**src/rtl/inner_product_pkg.sv**
```systemverilog
// rtl/inner_product_pkg.sv - shared types and arithmetic helpers for the inner_product neuron
package inner_product_pkg;

    typedef enum logic [3:0] {INI, ARG, MAC, ACC, RES, DEL, ERR, PRP, UPD} state_t;

    localparam logic [15:0] LFSR_TAPS = 16'hB400;

    localparam int SAT_W = 64;
    typedef logic signed [SAT_W-1:0] wide_t;

    // Clamp a wide signed value to the r-bit two's complement range; callers truncate to r bits.
    function automatic wide_t sat(input wide_t x, input int r);
        wide_t hi;
        wide_t lo;
        hi = (wide_t'(1) <<< (r - 1)) - wide_t'(1);
        lo = -(wide_t'(1) <<< (r - 1));
        if (x > hi) return hi;
        if (x < lo) return lo;
        return x;
    endfunction

    function automatic int acc_width(input int r, input int w, input int n);
        return r + w + $clog2(n) + 1;
    endfunction

endpackage

```
**src/rtl/inner_product_if.sv**
```systemverilog
// rtl/inner_product_if.sv - argument, result, error and propagate handshakes of inner_product
interface inner_product_if #(
    parameter int N = 2,
    parameter int W = 8,
    parameter int R = 16
);
    logic                  train;
    logic                  argument_valid;
    logic                  argument_ready;
    logic [N*W-1:0]        argument_data;
    logic                  result_valid;
    logic                  result_ready;
    logic [R-1:0]          result_data;
    logic                  error_valid;
    logic                  error_ready;
    logic signed [R-1:0]   error_data;
    logic                  propagate_valid;
    logic                  propagate_ready;
    logic [N*R-1:0]        propagate_data;

    modport master (
        output train, argument_valid, argument_data, result_ready,
               error_valid, error_data, propagate_ready,
        input  argument_ready, result_valid, result_data, error_ready,
               propagate_valid, propagate_data
    );

    modport slave (
        input  train, argument_valid, argument_data, result_ready,
               error_valid, error_data, propagate_ready,
        output argument_ready, result_valid, result_data, error_ready,
               propagate_valid, propagate_data
    );
endinterface

```
**src/rtl/inner_product_lfsr16.sv**
```systemverilog
// rtl/inner_product_lfsr16.sv - 16-bit right-shifting Galois LFSR used for weight initialisation
module lfsr16
    import inner_product_pkg::*;
(
    input  logic        clock,
    input  logic        reset,
    input  logic [15:0] seed,
    input  logic        advance,
    output logic [15:0] state
);
    logic [15:0] lfsr_q, lfsr_d;

    always_comb begin
        lfsr_d = lfsr_q;
        if (advance) lfsr_d = (lfsr_q >> 1) ^ (lfsr_q[0] ? LFSR_TAPS : 16'h0000);
    end

    // An all-zero state would lock up, so a zero seed is replaced by 1.
    always_ff @(posedge clock) begin
        if (reset) lfsr_q <= (seed == 16'h0000) ? 16'h0001 : seed;
        else       lfsr_q <= lfsr_d;
    end

    assign state = lfsr_q;
endmodule

```
**src/rtl/inner_product.sv**
```systemverilog
// rtl/inner_product.sv - trainable single-neuron inner product with saturating arithmetic
// and LFSR weight initialisation after every reset.
module inner_product
    import inner_product_pkg::*;
#(
    parameter int          N    = 2,
    parameter int          W    = 8,
    parameter int          R    = 16,
    parameter int          F    = 8,
    parameter int          S    = 2,
    parameter logic [15:0] SEED = 16'd1
) (
    input  logic           clock,
    input  logic           reset,
    inner_product_if.slave bus
);
    localparam int CW = $clog2(N);
    localparam int PW = R + W + 1;
    localparam int EW = 2 * R;
    localparam int AW = acc_width(R, W, N);

    function automatic logic signed [R-1:0] sat_r(input wide_t x);
        return R'(sat(x, R));
    endfunction

    state_t               state_q, state_d;
    logic [CW-1:0]        cnt_q, cnt_d;
    logic signed [R-1:0]  bias_q, bias_d;
    logic signed [R-1:0]  result_q, result_d;
    logic [N*R-1:0]       prop_q, prop_d;
    logic signed [AW-1:0] acc_q, acc_d;
    logic signed [PW-1:0] summand_q, summand_d;
    logic signed [R-1:0]  delta_q, delta_d;
    logic [W-1:0]         arg_q [N];
    logic [W-1:0]         arg_d [N];
    logic signed [R-1:0]  weight_q [N];
    logic signed [R-1:0]  weight_d [N];
    logic signed [R-1:0]  term_q [N];
    logic signed [R-1:0]  term_d [N];

    logic [15:0]          lfsr_state;
    logic                 lfsr_advance;
    logic                 unused_lfsr;
    logic signed [R-1:0]  w_cur, err_in;
    logic [W-1:0]         a_cur;
    logic signed [PW-1:0] wa_prod, da_prod;
    logic signed [EW-1:0] wd_prod;
    logic                 last;

    lfsr16 u_lfsr (
        .clock   (clock),
        .reset   (reset),
        .seed    (SEED),
        .advance (lfsr_advance),
        .state   (lfsr_state)
    );

    assign unused_lfsr = ^lfsr_state[15:F-3];

    // Full-width products; the unsigned argument is zero-extended before the signed multiply.
    assign w_cur   = weight_q[cnt_q];
    assign a_cur   = arg_q[cnt_q];
    assign err_in  = bus.error_data;
    assign wa_prod = PW'(w_cur) * $signed(PW'(a_cur));
    assign da_prod = PW'(delta_q) * $signed(PW'(a_cur));
    assign wd_prod = EW'(w_cur) * EW'(delta_q);
    assign last    = (cnt_q == CW'(N - 1));

    always_comb begin
        state_d      = state_q;
        cnt_d        = cnt_q;
        bias_d       = bias_q;
        result_d     = result_q;
        prop_d       = prop_q;
        acc_d        = acc_q;
        summand_d    = summand_q;
        delta_d      = delta_q;
        arg_d        = arg_q;
        weight_d     = weight_q;
        term_d       = term_q;
        lfsr_advance = 1'b0;

        case (state_q)
            INI: begin
                weight_d[cnt_q] = R'($signed(lfsr_state[F-4:0]));
                lfsr_advance    = 1'b1;
                cnt_d           = last ? '0 : cnt_q + CW'(1);
                if (last) state_d = ARG;
            end
            ARG: begin
                if (bus.argument_valid) begin
                    for (int i = 0; i < N; i++) arg_d[i] = bus.argument_data[i*W +: W];
                    acc_d   = AW'(bias_q);
                    state_d = MAC;
                end
            end
            MAC: begin
                // The summand lags one cycle; the final one is folded in by ACC.
                summand_d = wa_prod >>> F;
                if (cnt_q != '0) acc_d = acc_q + AW'(summand_q);
                cnt_d = last ? '0 : cnt_q + CW'(1);
                if (last) state_d = ACC;
            end
            ACC: begin
                result_d = sat_r(wide_t'(acc_q + AW'(summand_q)));
                state_d  = RES;
            end
            RES: begin
                if (bus.result_ready) state_d = bus.train ? DEL : ARG;
            end
            DEL: begin
                if (bus.error_valid) begin
                    delta_d = err_in;
                    bias_d  = sat_r(wide_t'(bias_q) + wide_t'(err_in >>> S));
                    state_d = ERR;
                end
            end
            ERR: begin
                term_d[cnt_q] = sat_r(wide_t'(wd_prod >>> F));
                cnt_d = last ? '0 : cnt_q + CW'(1);
                if (last) begin
                    for (int i = 0; i < N; i++) prop_d[i*R +: R] = term_d[i];
                    state_d = PRP;
                end
            end
            PRP: begin
                if (bus.propagate_ready) state_d = UPD;
            end
            UPD: begin
                weight_d[cnt_q] = sat_r(wide_t'(w_cur) + wide_t'(da_prod >>> (F + S)));
                cnt_d = last ? '0 : cnt_q + CW'(1);
                if (last) state_d = ARG;
            end
            default: begin
                state_d = INI;
                cnt_d   = '0;
            end
        endcase
    end

    always_ff @(posedge clock) begin
        if (reset) begin
            state_q  <= INI;
            cnt_q    <= '0;
            bias_q   <= '0;
            result_q <= '0;
            prop_q   <= '0;
        end else begin
            state_q  <= state_d;
            cnt_q    <= cnt_d;
            bias_q   <= bias_d;
            result_q <= result_d;
            prop_q   <= prop_d;
        end
    end

    // Datapath registers are always written before use, so they carry no reset.
    always_ff @(posedge clock) begin
        acc_q     <= acc_d;
        summand_q <= summand_d;
        delta_q   <= delta_d;
        arg_q     <= arg_d;
        weight_q  <= weight_d;
        term_q    <= term_d;
    end

    assign bus.argument_ready  = (state_q == ARG);
    assign bus.result_valid    = (state_q == RES);
    assign bus.result_data     = result_q;
    assign bus.error_ready     = (state_q == DEL);
    assign bus.propagate_valid = (state_q == PRP);
    assign bus.propagate_data  = prop_q;
endmodule

```
**src/flat_wrapper.sv**
```systemverilog
// flat-port wrapper written by rule: the top's interface ports become plain ports
module inner_product_flat import inner_product_pkg::*;
#(
    parameter int          N    = 2,
    parameter int          W    = 8,
    parameter int          R    = 16,
    parameter int          F    = 8,
    parameter int          S    = 2,
    parameter logic [15:0] SEED = 16'd1
)
  (clock, reset, bus_train, bus_argument_valid, bus_argument_data, bus_result_ready, bus_error_valid, bus_error_data, bus_propagate_ready, bus_argument_ready, bus_result_valid, bus_result_data, bus_error_ready, bus_propagate_valid, bus_propagate_data);
  inner_product_if #(.N(N), .W(W), .R(R)) bus_i ();
  input  logic clock;
  input  logic reset;
  input wire logic [$bits(bus_i.train)-1:0] bus_train;
  input wire logic [$bits(bus_i.argument_valid)-1:0] bus_argument_valid;
  input wire logic [$bits(bus_i.argument_data)-1:0] bus_argument_data;
  input wire logic [$bits(bus_i.result_ready)-1:0] bus_result_ready;
  input wire logic [$bits(bus_i.error_valid)-1:0] bus_error_valid;
  input wire logic [$bits(bus_i.error_data)-1:0] bus_error_data;
  input wire logic [$bits(bus_i.propagate_ready)-1:0] bus_propagate_ready;
  output wire logic [$bits(bus_i.argument_ready)-1:0] bus_argument_ready;
  output wire logic [$bits(bus_i.result_valid)-1:0] bus_result_valid;
  output wire logic [$bits(bus_i.result_data)-1:0] bus_result_data;
  output wire logic [$bits(bus_i.error_ready)-1:0] bus_error_ready;
  output wire logic [$bits(bus_i.propagate_valid)-1:0] bus_propagate_valid;
  output wire logic [$bits(bus_i.propagate_data)-1:0] bus_propagate_data;
  assign bus_i.train = bus_train;
  assign bus_i.argument_valid = bus_argument_valid;
  assign bus_i.argument_data = bus_argument_data;
  assign bus_i.result_ready = bus_result_ready;
  assign bus_i.error_valid = bus_error_valid;
  assign bus_i.error_data = bus_error_data;
  assign bus_i.propagate_ready = bus_propagate_ready;
  assign bus_argument_ready = bus_i.argument_ready;
  assign bus_result_valid = bus_i.result_valid;
  assign bus_result_data = bus_i.result_data;
  assign bus_error_ready = bus_i.error_ready;
  assign bus_propagate_valid = bus_i.propagate_valid;
  assign bus_propagate_data = bus_i.propagate_data;
  inner_product #(.N(N), .W(W), .R(R), .F(F), .S(S), .SEED(SEED)) u_core (.clock(clock), .reset(reset), .bus(bus_i));
endmodule
```
**config.mk**
```make
export PLATFORM = sky130hd
export DESIGN_NAME = inner_product_flat
export DESIGN_NICKNAME = d
export VERILOG_FILES = /design/src/rtl/inner_product_pkg.sv /design/src/rtl/inner_product_if.sv /design/src/rtl/inner_product_lfsr16.sv /design/src/rtl/inner_product.sv /design/src/flat_wrapper.sv
export SDC_FILE = /design/constraint.sdc
export NUM_CORES = 2
export LEC_CHECK = 0
export CORE_MARGIN = 2
export CORE_UTILIZATION = 60
export DETAILED_ROUTE_END_ITERATION = 8
export DONT_BUFFER_PORTS = 1
export GPL_ROUTABILITY_DRIVEN = 0
export PLACE_DENSITY = 0.76
export SETUP_SLACK_MARGIN = 0.4
export SLEW_MARGIN = 20
export SYNTH_ARGS = -nofsm -noshare
export SYNTH_HDL_FRONTEND = slang
export SYNTH_HIERARCHICAL = 1
export SYNTH_SLANG_ARGS = --single-unit
```
**constraint.sdc**
```tcl
create_clock -name clock -period 12.9 [get_ports clock]
set_input_delay 2.58 -clock clock [delete_from_list [all_inputs] [get_ports clock]]
set_output_delay 2.58 -clock clock [all_outputs]
set_load 0.03 [all_outputs]
```
==> flow_metrics.env <==
export IMPL_hold_viol=0
export IMPL_synth_mux_area_fraction=0.0147
export IMPL_io_pins=91
export IMPL_rows=81
export IMPL_setup_ws_ns=2.98
export IMPL_finalCritPeriodShare=0.769
export IMPL_post_drt_wl_per_cell_um=18.5
export IMPL_post_route_util=0.635
export IMPL_cp_arrival_ns=10.16
export IMPL_worstReg2RegEnd="u_core/weight_q[27]"
export IMPL_routed_via_count=21600
export IMPL_ff2ff_path_depth=30
export IMPL_ys_ff_latch=208
export IMPL_timing_fmax_mhz=101
export IMPL_synth_seq_area_share=0.189
export IMPL_antenna_left=0
export IMPL_hold_buffers=0
export IMPL_wirelength_mm=70.5
export IMPL_grt_pass1_vias=23200
export IMPL_dr_pass1_iters=5
export IMPL_holdPathEnd="u_core/bias_q[14]"
export IMPL_outcome="finished, final reports clean"
export IMPL_synth_edf_count=139
export IMPL_rr_startpoint="u_core/cnt_q"
export IMPL_critical_path_class="reg -> reg"
export IMPL_ctsHtreeMaxLevel=1
export IMPL_clkTransAtPathRegs_ns=0.06
export IMPL_grtUsageTotal=0.288
export IMPL_area_delta_synth_final_pct=5.02
export IMPL_synth_compound_area_frac=0.0967
export IMPL_place_ws_ns=3.31
export IMPL_min_period_ns=9.92
export IMPL_async_flop_share=0
export IMPL_syn_area_um2=29500
export IMPL_yosys_area_share_simple=0.144
export IMPL_hpwl_mm=55.2
export IMPL_drtIter0Drc=1693
export IMPL_rsz0062_at_grt="false"
export IMPL_hold_depth=2
export IMPL_drc=0
export IMPL_worstHoldStart="u_core/bias_q[14]"
export IMPL_synth_warnings=6
export IMPL_clkSinkCount=208
export IMPL_slew_headroom=0.280
export IMPL_die_h_um=226
export IMPL_worst_pin_slew_ns=1.08
export IMPL_ys_types=83
export IMPL_cts_setup_buffers=0
export IMPL_viasPerCell=5.66
export IMPL_antenna_found_initial=4
export IMPL_skew_ns=0.0169
export IMPL_root_buffer="clkbuf_16"
export IMPL_dp_cells=3773
export IMPL_max_stage_delay_ns=0.76
export IMPL_setup_viol=0
export IMPL_slew_violations=0
export IMPL_worst_path_max_delay_cell="o21ai_1"
export IMPL_clock_path_buffers=3
export IMPL_synth_top_family_by_area="adder cells"
export IMPL_crit_required_ns=13.14
export IMPL_n_fill_cell=3898
export IMPL_initial_core_util=0.604
export IMPL_grt_max_degree=91
export IMPL_hp_class="reg -> reg"
export IMPL_fin_cells=3819
export IMPL_netlist_instances=3170
export IMPL_cpMostUsedCell="a21oi_1"
export IMPL_cp_buffers_inverters=4
export IMPL_tns_ns=0
export IMPL_insertion_delay_ns=0.55
export IMPL_die_width_um=226
export IMPL_synth_ff_type="edfxtp_1"
export IMPL_grt_overflow_total=0
export IMPL_yosys_area_share_adder=0.419
export IMPL_crit_fanout=28
export IMPL_cts_buffers=23
export IMPL_design_core_area_um2=48700
export IMPL_portBuffers=0
export IMPL_cts_tree="built"
export IMPL_end_kind="flip-flop"
export IMPL_dieArea_um2=50900
export IMPL_synthXorXnorAreaFrac=0.0354
export IMPL_layout_drive_gt1_share=0.0524
export IMPL_cts_resized_gates=0
export IMPL_reg2reg_slack_ns=2.98
export IMPL_finalNetCount=3868
export IMPL_grt_pass1_wl_mm=116
export IMPL_startpoint_type="flip-flop"
export IMPL_path_delay_family="compound AO/OA/AOI/OAI gates"
export IMPL_cap_viol_max_count=0
export IMPL_syn_avg_cell_area_um2=9.29
cell type report:
| cell class | instances | area [µm²] | area share |
|---|---|---|---|
| Inverter | 657 | 2470 | 0.0797 |
| Multi-Input combinational cell | 2206 | 21100 | 0.681 |
| Clock inverter | 8 | 81.3 | 0.00263 |
| Tap cell | 664 | 831 | 0.0269 |
| Timing Repair Buffer | 38 | 285 | 0.00922 |
| Sequential cell | 208 | 5560 | 0.180 |
| Antenna cell | 4 | 10.0 | 0.000324 |
| Clock buffer | 34 | 648 | 0.0209 |
logic make-up after synthesis:
| kind of cell | after synthesis |
|---|---|
| other | 2 |
| multiplexers | 41 |
| flip-flops | 208 |
| buffers and inverters | 786 |
| adder cells (fa/ha/maj) | 710 |
| AO/OA/AOI/OAI | 394 |
| AND/OR/NAND/NOR | 910 |
| XOR/XNOR | 119 |
metrics by stage:
stage                     hold slack [ns]  instance area [µm²]
after floorplan                     0.487                29600
after global placement              0.506                30200
after detailed placement            0.524                30200
after CTS                           0.532                30900
after global routing                0.565                30900
final                               0.532                30900
worst reg2reg max path: cells and delay by family, from the launching register on:
family / cells / cell delay, ns
AOI/OAI and AO/OA: 14 / 3.95
adders and majority gates: 6 / 2.76
DFF: 1 / 0.72
and+or+nand+nor: 4 / 0.71
buffers and inverters: 4 / 0.70
muxes: 1 / 0.65
xor gates and xnor gates: 1 / 0.13
cells in the final DEF (no fill, tap or decap), types with 32 or more instances in the layout:
master	synthesis	routed
a211oi_1	33	33
a21o_1	38	37
a21oi_1	129	129
and2_1	147	147
buf_4	2	38
conb_1	2	32
dfxtp_1	69	68
edfxtp_1	139	139
fa_1	466	466
ha_1	229	229
inv_1	652	652
nand2_1	359	359
nor2_1	226	226
nor2b_1	43	43
nor3_1	35	34
o21ai_0	52	52
xnor2_1	77	77
xor2_1	42	42
synthesized netlist by cell type (all sizes together), types with 10 or more instances:
library cell  instances  area (µm²)
nand4                12        75.1
dfxtp                69        1380
fa                  466        9330
mux2i                24         240
nand2b               22         145
a211oi               50         460
nand3                20         100
inv                 652        2450
a21boi               13        97.6
or3                  10        67.6
xnor2                77         674
nor3                 36         185
o21bai               16         120
clkbuf              113         424
nor2                226         848
nor4                 12         100
ha                  229        2870
maj3                 15         150
o21a                 15         113
a21o                 38         285
and2                147         920
buf                  16         108
edfxtp              139        4170
o21ai                63         342
nor2b                43         269
a21oi               145         883
mux2                 17         191
nand2               359        1350
xor2                 42         368
worst max path at each step:
| stage | cells past startpoint | from | slack (ns) | endpoint |
|---|---|---|---|---|
| 2_1_floorplan | 36 | u_core/cnt_q | 4.31 | u_core/weight_q[21] |
| 3_3_place_gp | 31 | u_core/cnt_q | 3.66 | u_core/weight_q[30] |
| 3_5_place_dp | 31 | u_core/cnt_q | 3.31 | u_core/weight_q[22] |
| 4_1_cts | 30 | u_core/cnt_q | 3.32 | u_core/weight_q[22] |
| 5_1_grt | 30 | u_core/cnt_q | 2.53 | u_core/weight_q[28] |
| 6_report | 30 | u_core/cnt_q | 2.98 | u_core/weight_q[27] |
per-layer routing:
layer,track usage,share of wire,vias up
li1,-,-,9794
met1,0.370,0.40,10900
met2,0.503,0.50,803
met3,0.0376,0.065,178
met4,0.0989,0.035,0
met5,0,0,-
sequential cells by signal (all words and copies together) (netlist names):
name / count
u_core/state_q: 4
u_core/cnt_q: 1
u_core/bias_q: 16
u_core/bus.propagate_data: 32
u_core/arg_q: 16
u_core/acc_q: 26
u_core/bus.result_data: 16
u_core/term_q: 16
u_core/summand_q: 17
u_core/u_lfsr/state: 16
u_core/weight_q: 32
u_core/delta_q: 16
Power is not shown: default switching activity piles up to over one toggle a cycle in this logic, so the estimate is an artifact.
